`src/rtl/prog_loader.sv`:
```
// Loads a length-prefixed byte stream into instruction memory, then releases the core and times its run.
// Words are written one cycle after their high byte is taken; in_ready is low outside the byte states.
module prog_loader #(
  parameter int PC_W      = 10,
  parameter int DEPTH     = 1024,
  parameter int START_CYC = 2,
  parameter int TIMEOUT   = 65535
) (
  input  logic            clock,
  input  logic            reset_n,
  input  logic            load_go,
  input  logic            in_valid,
  input  logic [7:0]      in_data,
  output logic            in_ready,
  output logic            imem_wr_en,
  output logic [PC_W-1:0] imem_wr_addr,
  output logic [8:0]      imem_wr_data,
  output logic            start,
  input  logic            done,
  output logic            busy,
  output logic            run_done,
  output logic            err,
  output logic [1:0]      err_code,
  output logic [15:0]     run_cycles
);

  localparam int SC_W = (START_CYC > 1) ? $clog2(START_CYC + 1) : 1;
  localparam logic [SC_W-1:0] ST_LAST = SC_W'(START_CYC - 1);
  localparam logic [16:0] DEPTH_L = 17'(DEPTH);
  localparam logic [15:0] TO_LAST = 16'(TIMEOUT - 1);

  typedef enum logic [3:0] {
    IDLE, LEN_LO, LEN_HI, DAT_LO, DAT_HI, WRITE, START, RUN, FINISH, ERROR
  } state_t;

  state_t          state, state_nxt;
  logic [15:0]     len;
  logic [PC_W:0]   idx;
  logic [PC_W:0]   idx_inc;
  logic [7:0]      lo_byte;
  logic [8:0]      word;
  logic [SC_W-1:0] st_cnt;
  logic            accept;
  logic [15:0]     len_full;
  logic            len_bad;
  logic            hi_bad;
  logic            last_word;
  logic            timeout_hit;

  assign accept      = in_valid & in_ready;
  assign len_full    = {in_data, len[7:0]};
  assign len_bad     = (len_full == 16'd0) || ({1'b0, len_full} > DEPTH_L);
  assign hi_bad      = (in_data[7:1] != 7'd0);
  assign idx_inc     = idx + 1'b1;
  assign last_word   = (16'(idx_inc) == len);
  assign timeout_hit = (run_cycles == TO_LAST);

  assign imem_wr_addr = idx[PC_W-1:0];
  assign imem_wr_data = word;

  always_ff @(posedge clock or negedge reset_n) begin
    if (!reset_n) state <= IDLE;
    else          state <= state_nxt;
  end

  always_comb begin
    state_nxt  = state;
    in_ready   = 1'b0;
    imem_wr_en = 1'b0;
    start      = 1'b1;
    busy       = 1'b1;
    case (state)
      IDLE, FINISH, ERROR: begin
        busy = 1'b0;
        if (load_go) state_nxt = LEN_LO;
      end
      LEN_LO: begin
        in_ready = 1'b1;
        if (accept) state_nxt = LEN_HI;
      end
      LEN_HI: begin
        in_ready = 1'b1;
        if (accept) state_nxt = len_bad ? ERROR : DAT_LO;
      end
      DAT_LO: begin
        in_ready = 1'b1;
        if (accept) state_nxt = DAT_HI;
      end
      DAT_HI: begin
        in_ready = 1'b1;
        if (accept) state_nxt = hi_bad ? ERROR : WRITE;
      end
      WRITE: begin
        imem_wr_en = 1'b1;
        state_nxt  = last_word ? START : DAT_LO;
      end
      START: begin
        if (st_cnt == ST_LAST) state_nxt = RUN;
      end
      RUN: begin
        start = 1'b0;
        if (done)             state_nxt = FINISH;
        else if (timeout_hit) state_nxt = ERROR;
      end
      default: state_nxt = IDLE;
    endcase
  end

  always_ff @(posedge clock or negedge reset_n) begin
    if (!reset_n) begin
      len        <= '0;
      idx        <= '0;
      lo_byte    <= '0;
      word       <= '0;
      st_cnt     <= '0;
      run_done   <= 1'b0;
      err        <= 1'b0;
      err_code   <= 2'd0;
      run_cycles <= '0;
    end else begin
      case (state)
        IDLE, FINISH, ERROR: begin
          if (load_go) begin
            len        <= '0;
            idx        <= '0;
            st_cnt     <= '0;
            run_done   <= 1'b0;
            err        <= 1'b0;
            err_code   <= 2'd0;
            run_cycles <= '0;
          end
        end
        LEN_LO: if (accept) len[7:0] <= in_data;
        LEN_HI: begin
          if (accept) begin
            len[15:8] <= in_data;
            if (len_bad) begin
              err      <= 1'b1;
              err_code <= 2'd1;
            end
          end
        end
        DAT_LO: if (accept) lo_byte <= in_data;
        DAT_HI: begin
          // A malformed high byte aborts before the word register changes, so nothing is written.
          if (accept) begin
            if (hi_bad) begin
              err      <= 1'b1;
              err_code <= 2'd2;
            end else begin
              word <= {in_data[0], lo_byte};
            end
          end
        end
        WRITE: begin
          idx    <= idx_inc;
          st_cnt <= '0;
        end
        START: st_cnt <= st_cnt + 1'b1;
        RUN: begin
          // run_cycles freezes on the done cycle; otherwise it counts up to the abort point.
          if (!done) begin
            run_cycles <= run_cycles + 1'b1;
            if (timeout_hit) begin
              err      <= 1'b1;
              err_code <= 2'd3;
            end
          end else begin
            run_done <= 1'b1;
          end
        end
        default: ;
      endcase
    end
  end

endmodule

```
`config.mk`:
```
export PLATFORM = sky130hd
export DESIGN_NAME = prog_loader
export DESIGN_NICKNAME = d
export VERILOG_FILES = /design/src/rtl/prog_loader.sv
export SDC_FILE = /design/constraint.sdc
export NUM_CORES = 1
export LEC_CHECK = 0
export CORE_AREA = 5 5 95 97
export DETAILED_ROUTE_END_ITERATION = 6
export DIE_AREA = 0 0 100 102
export PLACE_DENSITY = 0.74
export SETUP_SLACK_MARGIN = 0.5
export SYNTH_ARGS = -nofsm -noshare
export SYNTH_HDL_FRONTEND = slang
export SYNTH_SLANG_ARGS = --single-unit
export TNS_END_PERCENT = 30
```
`constraint.sdc`:
```
create_clock -name clock -period 2.47 [get_ports clock]
set_clock_uncertainty 0.2 [all_clocks]
set_input_delay 0.494 -clock clock [delete_from_list [all_inputs] [get_ports clock]]
set_output_delay 0.494 -clock clock [all_outputs]
set_load 0.01 [all_outputs]
```
# Word level (Yosys, flattened, before mapping)
# Cells that the tools add are included.
[totals]
ff_bits = 70
out_inout_bits = 43
word_cells = 106
[classes]
add_sub_neg = 3
order_cmp = 1
eq_ne = 24
muxes = 43
bitwise = 2
n_reduce_logical = 22
[ops]
columns = ["cell", "count"]
rows = [
  ["$mux W4", 10],
  ["$mux W16", 2],
  ["$pmux W16 S2", 1],
  ["$pmux W4 S8", 1],
  ["$pmux W8 S2", 2],
  ["$ne A2 B2 Y1 const B", 11],
  ["$pmux W11 S2", 1],
  ["$add A16 B1 Y16 const B", 1],
  ["$eq A11 B16 Y1", 1],
  ["$eq A16 B16 Y1 const B", 1],
  ["$eq A4 B3 Y1 const B", 4],
  ["$gt A16 B11 Y1 const B", 1],
  ["$logic_not A16 Y1", 1],
  ["$reduce_and A3 Y1", 5],
  ["$mux W2", 7],
  ["$mux W1", 12],
  ["$add A11 B1 Y11 const B", 1],
  ["$mux W11", 1],
  ["$eq A4 B2 Y1 const B", 2],
  ["$eq A4 B4 Y1 const B", 2],
  ["$mux W8", 1],
  ["$pmux W2 S4", 1],
  ["$reduce_and A8 Y1", 1],
  ["$reduce_bool A2 Y1", 4],
  ["other kinds (19)", 21],
]

# Logic depth before layout (Yosys ltp)
# Gate-level depths: netlist (run 1).
[depth]
depth_word = 6
mapped_depth = 9
mapped_depth_nobuf = 9

# Least setup slack after synthesis (run 1)
# No wires, ideal clock.
[synth_path]
path_type = "register -> register"
start = "register idx[0]"
end = "register state[0]"
arrival_ns = 2.199
required_time_ns = 2.144
path_slack_ns = -0.054
stages_incl_launch_ff = 8
n_path_buf = 0
cell_sequence = "dfrtp_1 ha_1 nand3_2 or4b_1 o211ai_2 mux2i_1 or4_1 a221o_1"
[synth_via]
elab_chain_cells = 4
[synth_rtl]
columns = ["element", "line", "source"]
rows = [
  ["start: declaration", "38", "logic [PC_W:0] idx;"],
  ["start signal: assignment", "156", "idx <= idx_inc;"],
  ["$add A11 B1 Y11", "54", "assign idx_inc = idx + 1'b1;"],
  ["$eq A11 B16 Y1", "55", "assign last_word = (16'(idx_inc) == len);"],
  ["$mux W3", "95", "state_nxt = last_word ? START : DAT_LO;"],
  ["$pmux W4 S8", "72", "case (state)"],
  ["end signal: assignment", "63", "else state <= state_nxt;"],
  ["end: declaration", "36", "state_t state, state_nxt;"],
]
# Every way passes these cells.
# A chain may end at the register's enable or synchronous reset.

# Worst setup path after layout (run 1)
# Same ends and word-level chain as after synthesis.

==> impl_metrics.csv, run 1 <==
group,metric,value,unit
logic_synthesis,synthArstFlopShare,1.00,
die,ios,56,
worst_setup_path,critical_path_class,"register to register",
drt,drtIter0Drc,269,
logic_synthesis,yosysMostFrequentCell,"dfrtp_1",
cells_and_area,stdcell_area,5880,um^2
run,cap_violations,0,
timing,drv_slew,0,
hold_path,holdPathStages,2,
power,vdd_drop_max,0.557,mV
cells_and_area,area_growth,54.5,%
die,die_h,102,um
cells_and_area,final_cells,648,
clock_tree,clk_latency,0.36,ns
worst_setup_path,crit_fanout,3,
hold_path,hold_path_class,"register to register",
status,violations,"negative setup slack",
die,start_util,0.473,
drt,dr.pass1.iters,6,
logic_synthesis,synthDominantCellAreaShare,0.460,
drt,vias,3771,
power,internal-power,3.38,mW
cells_and_area,nets,555,
power,clkPwrFrac,0.190,
timing,min_period,2.63,ns
cells_and_area,fill_cells,533,
placed_design,port_buffers,55,
logic_synthesis,synth_commonest_cells,"70 x dfrtp_1, 45 x nand2_1, 41 x nor2_1",
drt,drt_wl_total,12700,um
placed_design,place_ws,-0.415,ns
logic_synthesis,synth_area_leaders,"dfrtp_1 46%, mux2_2 5.6%, nand2_1 4.4%",
grt,grt_pass1_vias,3628,
grt,grt_max_degree,71,
logic_synthesis,synth_mux_area_frac,0.0746,
placed_design,dp_hpwl,7040,um
timing,worst_slack,-0.158,ns
timing,setup_tns,-0.282,ns
grt,busiest_layer,"met2",
logic_synthesis,synth_cell_types,54,
drt,drcViolationCount,0,
logic_synthesis,yosys.area_share.simple,0.202,
logic_synthesis,synth-seq-cells,70,
clock_tree,numCtsBuffers,9,
clock_tree,clock-sinks,70,
power,power.share.sequential,0.296,
clock_tree,cts_root_buffer,"clkbuf_8",
timing,tightest_slew,0.503,ns
die,rows,33,
timing,min_period_over_period,1.06,
logic_synthesis,synth_area_per_cell,9.54,um^2
power,power,5.48,mW
placed_design,post-place-cells,583,
clock_tree,h-tree-depth,3,
worst_setup_path,worst_ep_required_time,2.51,ns
timing,setup_viol,2,
logic_synthesis,yosysSeqAreaShare,0.460,
power,pwr-share-comb,0.514,
worst_setup_path,endpoint_kind,"register",
grt,grt_first_pass_wirelength,17600,um
timing,grt_setup_unrepaired,"yes",
logic_synthesis,syn-num-nets,416,
logic_synthesis,synth_xor_area_frac,0.0575,
logic_synthesis,synth_compound_area_frac,0.144,
worst_setup_path,cp-start-kind,"register",
clock_tree,clockBufferDepth,2,
timing,max_freq,0.381,GHz
worst_setup_path,r2r_cells,8,
clock_tree,cts_tree,"built",
drt,vias_per_cell,5.82,
logic_synthesis,yosys.area.top_type,"dfrtp_1",
die,core_area,8050,um^2
clock_tree,path_clk_slew,0.09,ns
die,dieArea,10200,um^2
placed_design,placed_cell_area,4850,um^2
logic_synthesis,netlist_instances,399,
timing,relSlewSlack,0.664,
placed_design,place_congestion,0.891,
logic_synthesis,ys_warn_count,0,
timing,fin_hold_ws,0.297,ns
power,swShare,0.384,
grt,met2_usage,0.356,
logic_synthesis,synth-main-ff-cell,"dfrtp_1",
power,powerDensity,931,nW/um^2
grt,use_met1,0.284,
logic_synthesis,synth_edf_count,0,
power,cellLeakagePower,2.72,nW
drt,routedWlPerCell,19.6,um
grt,track_usage,0.219,
grt,antenna_found_initial,0,
worst_setup_path,arrival,2.67,ns
cells_and_area,layout-drive-gt1-share,0.394,
cells_and_area,num_antenna_cells,0,
power,p_sw,2.10,mW
drt,ant_nets,0,
logic_synthesis,synthAdderAreaFrac,0.0131,
logic_synthesis,netlist_area,3810,um^2
status,outcome,"finished with violations",
grt,use_met3,0.0471,
cells_and_area,final_util,0.730,
timing,hold_viol_final,0,
grt,grt_overflow_total,0,
logic_synthesis,synth_top_family_by_area,"simple AND/OR/NAND/NOR gates",
die,die_w,100,um
[flip-flops by register name, summed over array words and instances (netlist names)]
signal / count
state: 4
err: 1
run_cycles: 16
err_code: 2
lo_byte: 8
run_done: 1
imem_wr_data: 9
len: 16
idx: 11
st_cnt: 2
[final timing paths]
check                      startpoint       endpoint  slack [ns]
max in group asynchronous     reset_n  run_cycles[1]        1.27
max reg2reg                    idx[0]       state[0]       -0.16
min in group asynchronous     reset_n       state[1]        0.48
max                            idx[0]       state[0]       -0.16
min reg2reg                   len[13]        len[13]        0.30
min                           len[13]        len[13]        0.30
[placed cells by master, fill, tap and decap left out, types with 5 or more instances in the layout]
cell type / synthesis / routed
a21oi_1: 11 / 10
a22o_1: 9 / 9
buf_2: 5 / 6
buf_4: 10 / 72
buf_6: 0 / 18
clkbuf_8: 0 / 9
clkdlybuf4s50_1: 0 / 36
dfrtp_1: 70 / 61
dfrtp_2: 0 / 9
dlymetal6s2s_1: 0 / 8
inv_1: 10 / 7
mux2_2: 19 / 9
mux2_4: 0 / 10
mux2i_1: 7 / 7
nand2_1: 45 / 40
nand3_1: 9 / 8
nand4_1: 11 / 11
nor2_1: 41 / 31
nor2_4: 0 / 9
nor3_1: 7 / 5
o21ai_0: 32 / 16
o21ai_1: 0 / 9
o21ai_2: 0 / 7
xnor2_1: 9 / 7
xor2_1: 16 / 16
[power groups by stage]
stage / combinational [mW] / sequential [mW] / clock (mW)
after floorplan: 1.16 / 1.57 / 0
after global placement: 1.79 / 1.60 / 0
after detailed placement: 1.81 / 1.62 / 0
after CTS: 2.13 / 1.60 / 1.02
after global routing: 2.97 / 1.65 / 1.10
final: 2.81 / 1.62 / 1.04
[cell families after synthesis]
| family | count (synthesis) |
|---|---|
| XOR/XNOR | 25 |
| adder cells (fa/ha/maj) | 4 |
| AND/OR/NAND/NOR | 153 |
| buffers and inverters | 38 |
| multiplexers | 26 |
| flip-flops | 70 |
| AO/OA/AOI/OAI | 83 |
[what timing repair did]
action | CTS | global route
setup endpoints to repair | 91 | 100
hold buffers | 1 | 0
endpoints found under the hold margin | 55 | 0
buffers inserted | 26 | 19
gates cloned | 1 | 2
gates resized for setup | 62 | 99
pin swaps | 25 | 23
[routing by layer]
layer | share of wire | routed length [um]
met3 | 0.055 | 695
met4 | 0.041 | 522
met5 | 0 | 0
met1 | 0.41 | 5210
met2 | 0.50 | 6300
[critical path, stage by stage, from the launching register on]
cell and delay [ns]:
dfrtp_2 0.45, buf_4 0.15, buf_4 0.15, xor2_1 0.17, nand2_1 0.11, nor4_2 0.34
nand4_1 0.16, or4_4 0.47, a221o_1 0.31
[area by class of cell]
| class | instances | area [um^2] | area share |
|---|---|---|---|
| Clock buffer | 10 | 128 | 0.0217 |
| Inverter | 11 | 43.8 | 0.00745 |
| Multi-Input combinational cell | 292 | 2270 | 0.386 |
| Sequential cell | 70 | 1760 | 0.300 |
| Timing Repair Buffer | 154 | 1460 | 0.248 |
| Clock inverter | 6 | 86.3 | 0.0147 |
| Tap cell | 105 | 131 | 0.0223 |
Note: power is estimated with default switching activity, not from simulation.
==> inputs of run 2 (changes only) <==
--- a/config.mk
+++ b/config.mk
@@ -8,6 +8,7 @@
 export CORE_AREA = 5 5 95 97
 export DETAILED_ROUTE_END_ITERATION = 6
 export DIE_AREA = 0 0 100 102
+export MAX_ROUTING_LAYER = met4
 export PLACE_DENSITY = 0.74
 export SETUP_SLACK_MARGIN = 0.5
 export SYNTH_ARGS = -nofsm -noshare
==> impl_metrics.csv, run 2 (synthesis gave the netlist of run 1 again) <==
group,metric,value,unit
cells_and_area,num_antenna_cells,0,
die,rows,33,
worst_setup_path,cp-start-kind,"register",
grt,grt_max_degree,29,
drt,drtIter0Drc,230,
clock_tree,numCtsBuffers,9,
worst_setup_path,arrival,2.52,ns
placed_design,place_ws,-0.392,ns
timing,fin_hold_ws,0.283,ns
die,die_w,100,um
clock_tree,clock-sinks,70,
cells_and_area,final_common_cell,"buf_4",
die,start_util,0.473,
power,cellLeakagePower,3.23,nW
placed_design,place_congestion,0.915,
die,dieArea,10200,um^2
clock_tree,clockBufferDepth,2,
cells_and_area,final_cell_mix,"67 x buf_4, 56 x dfrtp_1, 39 x dlymetal6s2s_1",
cells_and_area,area_growth,53.2,%
worst_setup_path,critical_path_class,"register to register",
hold_path,hold_path_class,"input pin to register",
worst_setup_path,endpoint_kind,"register",
power,powerDensity,899,nW/um^2
cells_and_area,final_cells,636,
grt,grt_first_pass_wirelength,17300,um
status,outcome,"finished with violations",
clock_tree,clk_latency,0.35,ns
drt,drcViolationCount,0,
grt,track_usage,0.221,
timing,tightest_slew,0.672,ns
cells_and_area,stdcell_area,5830,um^2
die,ios,56,
drt,vias_per_cell,5.80,
clock_tree,cts_tree,"built",
cells_and_area,nets,544,
timing,setup_viol,1,
timing,min_period_over_period,1.01,
cells_and_area,reg_top3,"len (16), run_cycles (16), idx (11)",
worst_setup_path,r2r_cells,8,
worst_setup_path,crit_fanout,5,
timing,worst_slack,-0.0298,ns
timing,hold_viol_final,0,
cells_and_area,fill_cells,539,
die,core_area,8050,um^2
drt,drt_wl_total,11900,um
grt,antenna_found_initial,0,
placed_design,port_buffers,55,
placed_design,dp_hpwl,7350,um
timing,max_freq,0.400,GHz
clock_tree,h-tree-depth,3,
status,violations,"negative setup slack",
timing,min_period,2.50,ns
timing,relSlewSlack,0.552,
run,cap_violations,0,
timing,drv_slew,0,
drt,ant_nets,0,
placed_design,post-place-cells,585,
cells_and_area,layout-drive-gt1-share,0.395,
cells_and_area,final_util,0.724,
clock_tree,cts_root_buffer,"clkbuf_8",
drt,vias,3686,
power,vdd_drop_max,0.441,mV
grt,grt_pass1_vias,3475,
drt,routedWlPerCell,18.7,um
placed_design,placed_cell_area,4860,um^2
hold_path,holdPathStages,3,
grt,grt_overflow_total,0,
die,die_h,102,um
drt,dr.pass1.iters,5,
clock_tree,path_clk_slew,0.08,ns
timing,grt_setup_unrepaired,"yes",
worst_setup_path,worst_ep_required_time,2.49,ns
-- run 2: cell count changes in the layout (fill, tap and decap cells not counted), sizes merged --
cell	delta
buf	-9
dlymetal6s2s	+31
clkdlybuf4s50	-32
bufinv	-1
clkinvlp	-1
clkinv	-1
bufbuf	+1
-- run 2: layout make-up --
| class | count | area [um^2] | area share |
|---|---|---|---|
| Tap cell | 105 | 131 | 0.0225 |
| Clock buffer | 12 | 155 | 0.0266 |
| Clock inverter | 3 | 43.8 | 0.00751 |
| Sequential cell | 70 | 1770 | 0.303 |
| Inverter | 11 | 46.3 | 0.00794 |
| Timing Repair Buffer | 143 | 1450 | 0.249 |
| Multi-Input combinational cell | 292 | 2230 | 0.383 |
-- run 2: final timing paths --
path | startpoint | end | slack (ns)
worst min-delay path | in_data[4] | len[4] | 0.28
worst max register to register | idx[0] | state[0] | -0.03
min in group asynchronous | reset_n | lo_byte[1] | 0.53
worst max-delay path | idx[0] | state[0] | -0.03
max in group asynchronous | reset_n | state[3] | 0.81
worst min register to register | len[15] | len[15] | 0.29
-- run 2: per-stage QoR --
stage	setup TNS [ns]	power [mW]
after floorplan	0	2.73
after global placement	-8.98	3.41
after detailed placement	-9.43	3.45
after CTS	0	4.68
after global routing	-0.108	5.50
final	-0.0298	5.24
-- run 2: timing repair --
action | in CTS | in global routing
pin swaps | 26 | 43
setup endpoints to repair | 93 | 110
gates resized for setup | 60 | 129
setup buffers | 18 | 14
endpoints found under the hold margin | 25 | 0
hold buffers | 1 | 0
gates cloned | 2 | 1
-- run 2: critical path: stages, from the launching register on --
cell     delay (ns)
dfrtp_2        0.45
ha_4           0.20
buf_12         0.13
xnor2_2        0.13
xnor2_1        0.17
nor4_4         0.14
nand4_1        0.14
or4_4          0.52
a221o_1        0.31
-- run 2: metal layers --
layer / wire (um) / track usage / up-vias
met5: 0 / - / -
met4: 364 / 0.0839 / 0
met3: 681 / 0.0498 / 43
met2: 5930 / 0.348 / 153
met1: 4900 / 0.280 / 1810
li1: - / - / 1680
-- run 2: power by group --
group | switching, mW | internal [mW] | total, mW
Sequential | 0.239 | 1.39 | 1.63
Combinational | 1.29 | 1.37 | 2.66
Clock | 0.434 | 0.517 | 0.951
==> inputs of run 3 (changes only) <==
--- a/config.mk
+++ b/config.mk
@@ -5,11 +5,13 @@
 export SDC_FILE = /design/constraint.sdc
 export NUM_CORES = 1
 export LEC_CHECK = 0
-export CORE_AREA = 5 5 95 97
+export CORE_AREA = 5 5 88 90
 export DETAILED_ROUTE_END_ITERATION = 6
-export DIE_AREA = 0 0 100 102
+export DIE_AREA = 0 0 93 95
+export DONT_BUFFER_PORTS = 1
 export MAX_ROUTING_LAYER = met4
 export PLACE_DENSITY = 0.74
+export RECOVER_POWER = 25
 export SETUP_SLACK_MARGIN = 0.5
 export SYNTH_ARGS = -nofsm -noshare
 export SYNTH_HDL_FRONTEND = slang
==> impl_metrics.csv, run 3 (synthesis gave the netlist of run 1 again) <==
group,metric,value,unit
status,outcome,"finished with violations",
status,violations,"negative hold slack",
drt,vias_per_cell,6.21,
clock_tree,clockBufferDepth,2,
cells_and_area,area_growth,30.6,%
drt,ant_nets,0,
cells_and_area,final_cell_mix,"64 x dfrtp_1, 47 x buf_4, 42 x nand2_1",
placed_design,port_buffers,0,
power,internal-power,3.16,mW
die,core_area,6980,um^2
clock_tree,cts_tree,"built",
clock_tree,h-tree-depth,3,
worst_setup_path,critPathMaxStageDelay,0.45,ns
worst_setup_path,reg2reg_from,"state[2]",
cells_and_area,final_common_cell,"dfrtp_1",
timing,worst_slack,0.0503,ns
cells_and_area,num_antenna_cells,0,
grt,track_usage,0.243,
clock_tree,path_clk_slew,0.08,ns
placed_design,place_ws,-0.0241,ns
worst_setup_path,endpoint_kind,"register",
cells_and_area,reg_top3,"len (16), run_cycles (16), idx (11)",
power,p_sw,1.91,mW
drt,drt_wl_total,10500,um
die,die_w,93,um
cells_and_area,nets,462,
grt,grt_first_pass_wirelength,16200,um
die,rows,31,
worst_setup_path,worst_ep_required_time,2.51,ns
die,die_h,95,um
worst_setup_path,r2r_end,"err_code[1]",
drt,vias,3302,
timing,drv_slew,0,
timing,relSlewSlack,0.563,
cells_and_area,stdcell_area,4970,um^2
timing,min_period_over_period,0.980,
worst_setup_path,r2r_setup_slack,0.05,ns
timing,grt_setup_unrepaired,"yes",
power,clkPwrFrac,0.213,
timing,setup_viol,0,
power,pwr-share-comb,0.463,
clock_tree,clk_latency,0.35,ns
clock_tree,cts_root_buffer,"clkbuf_8",
timing,max_freq,0.413,GHz
run,cap_violations,0,
drt,dr.pass1.iters,5,
worst_setup_path,arrival,2.46,ns
timing,hold_viol_final,70,
timing,fin_hold_ws,-0.375,ns
die,start_util,0.545,
worst_setup_path,path_cells,"or3b_4 -> a22oi_2 -> o21ai_2 -> a311o_1 -> a211oi_2 -> mux2_4",
die,ios,56,
grt,grt_pass1_vias,3171,
worst_setup_path,crit_slowest_cell,"dfrtp_2",
placed_design,dp_hpwl,6750,um
grt,grt_overflow_total,0,
die,dieArea,8840,um^2
cells_and_area,layout-drive-gt1-share,0.378,
placed_design,placed_cell_area,4180,um^2
power,powerDensity,1020,nW/um^2
worst_setup_path,cp-start-kind,"register",
power,vdd_drop_max,0.517,mV
drt,routedWlPerCell,19.7,um
power,power.share.sequential,0.324,
timing,setup_tns,0,ns
grt,grt_max_degree,71,
power,swShare,0.376,
timing,tightest_slew,0.654,ns
worst_setup_path,critical_path_class,"register to register",
hold_path,hold_path_class,"input pin to asynchronous set/reset pin",
worst_setup_path,r2r_cells,6,
worst_setup_path,crit_fanout,5,
clock_tree,numCtsBuffers,9,
drt,drtIter0Drc,319,
placed_design,place_congestion,0.915,
timing,min_period,2.42,ns
clock_tree,clock-sinks,70,
grt,antenna_found_initial,0,
cells_and_area,fill_cells,461,
power,cellLeakagePower,2.20,nW
drt,drcViolationCount,0,
-- run 3: changes by cell type in the layout (fill, tap and decap cells not counted), moves of 3 or more --
cell	previous run	this run
dfrtp_1	56	64
mux2_2	9	1
clkdlybuf4s50_1	4	0
dfrtp_2	14	6
nand2_4	4	0
buf_2	5	0
buf_12	5	2
nand2_1	37	42
dlymetal6s2s_1	39	0
mux2_4	10	18
buf_6	15	10
buf_4	67	47
-- run 3: worst max path at each step --
stage | slack, ns | endpoint | from | depth (start not counted)
global placement | 0.03 | imem_wr_data[6] | in_data[7] | 5
detailed placement | -0.02 | state[0] | idx[1] | 7
CTS | 0.05 | state[0] | idx[1] | 7
floorplan | 0.08 | state[0] | idx[1] | 7
global route | -0.05 | err_code[1] | state[2] | 6
finish | 0.05 | err_code[1] | state[2] | 6
-- run 3: cell type report --
type                       instances  area [um^2]  share of cell area
sequential                        70         1760               0.354
multi-input combinational        291         2270               0.457
clock buffer                       9          124              0.0249
inverter                          11         43.8             0.00881
tap                               82          103              0.0206
timing repair buffer              62          563               0.113
clock inverter                     7          105              0.0211
-- run 3: critical path, delay by kind of cell (launching register included) --
family	cells	cell delay, ns
compound gates	4	0.93
flops	1	0.45
simple gates	1	0.40
mux	1	0.32
-- run 3: what timing repair did --
action / in CTS / in global routing
gates resized for setup: 23 / 93
cloned: 1 / 0
endpoints found under the setup margin: 67 / 68
endpoints found under the hold margin: 70 / 70
pin swaps: 11 / 44
buffers inserted: 6 / 15
-- run 3: metrics by stage --
stage,util,std cells,total power [mW]
after floorplan,-,399,2.73
after global placement,0.599,494,3.17
after detailed placement,0.599,494,3.21
after CTS,0.655,517,4.51
after global routing,0.712,532,5.31
final,0.712,532,5.06
-- run 3: layer usage --
| metal | share of wire | GRT usage |
|---|---|---|
| met5 | 0 | - |
| met4 | 0.028 | 0.0830 |
| met3 | 0.065 | 0.0725 |
| met2 | 0.49 | 0.368 |
| met1 | 0.42 | 0.313 |
-- run 3: power groups by stage --
stage	clock network (mW)	logic, mW	registers (mW)
floorplan	0	1.16	1.57
global placement	0	1.56	1.62
detailed placement	0	1.58	1.63
CTS	1.09	1.80	1.62
global route	1.15	2.50	1.66
finish	1.08	2.35	1.64
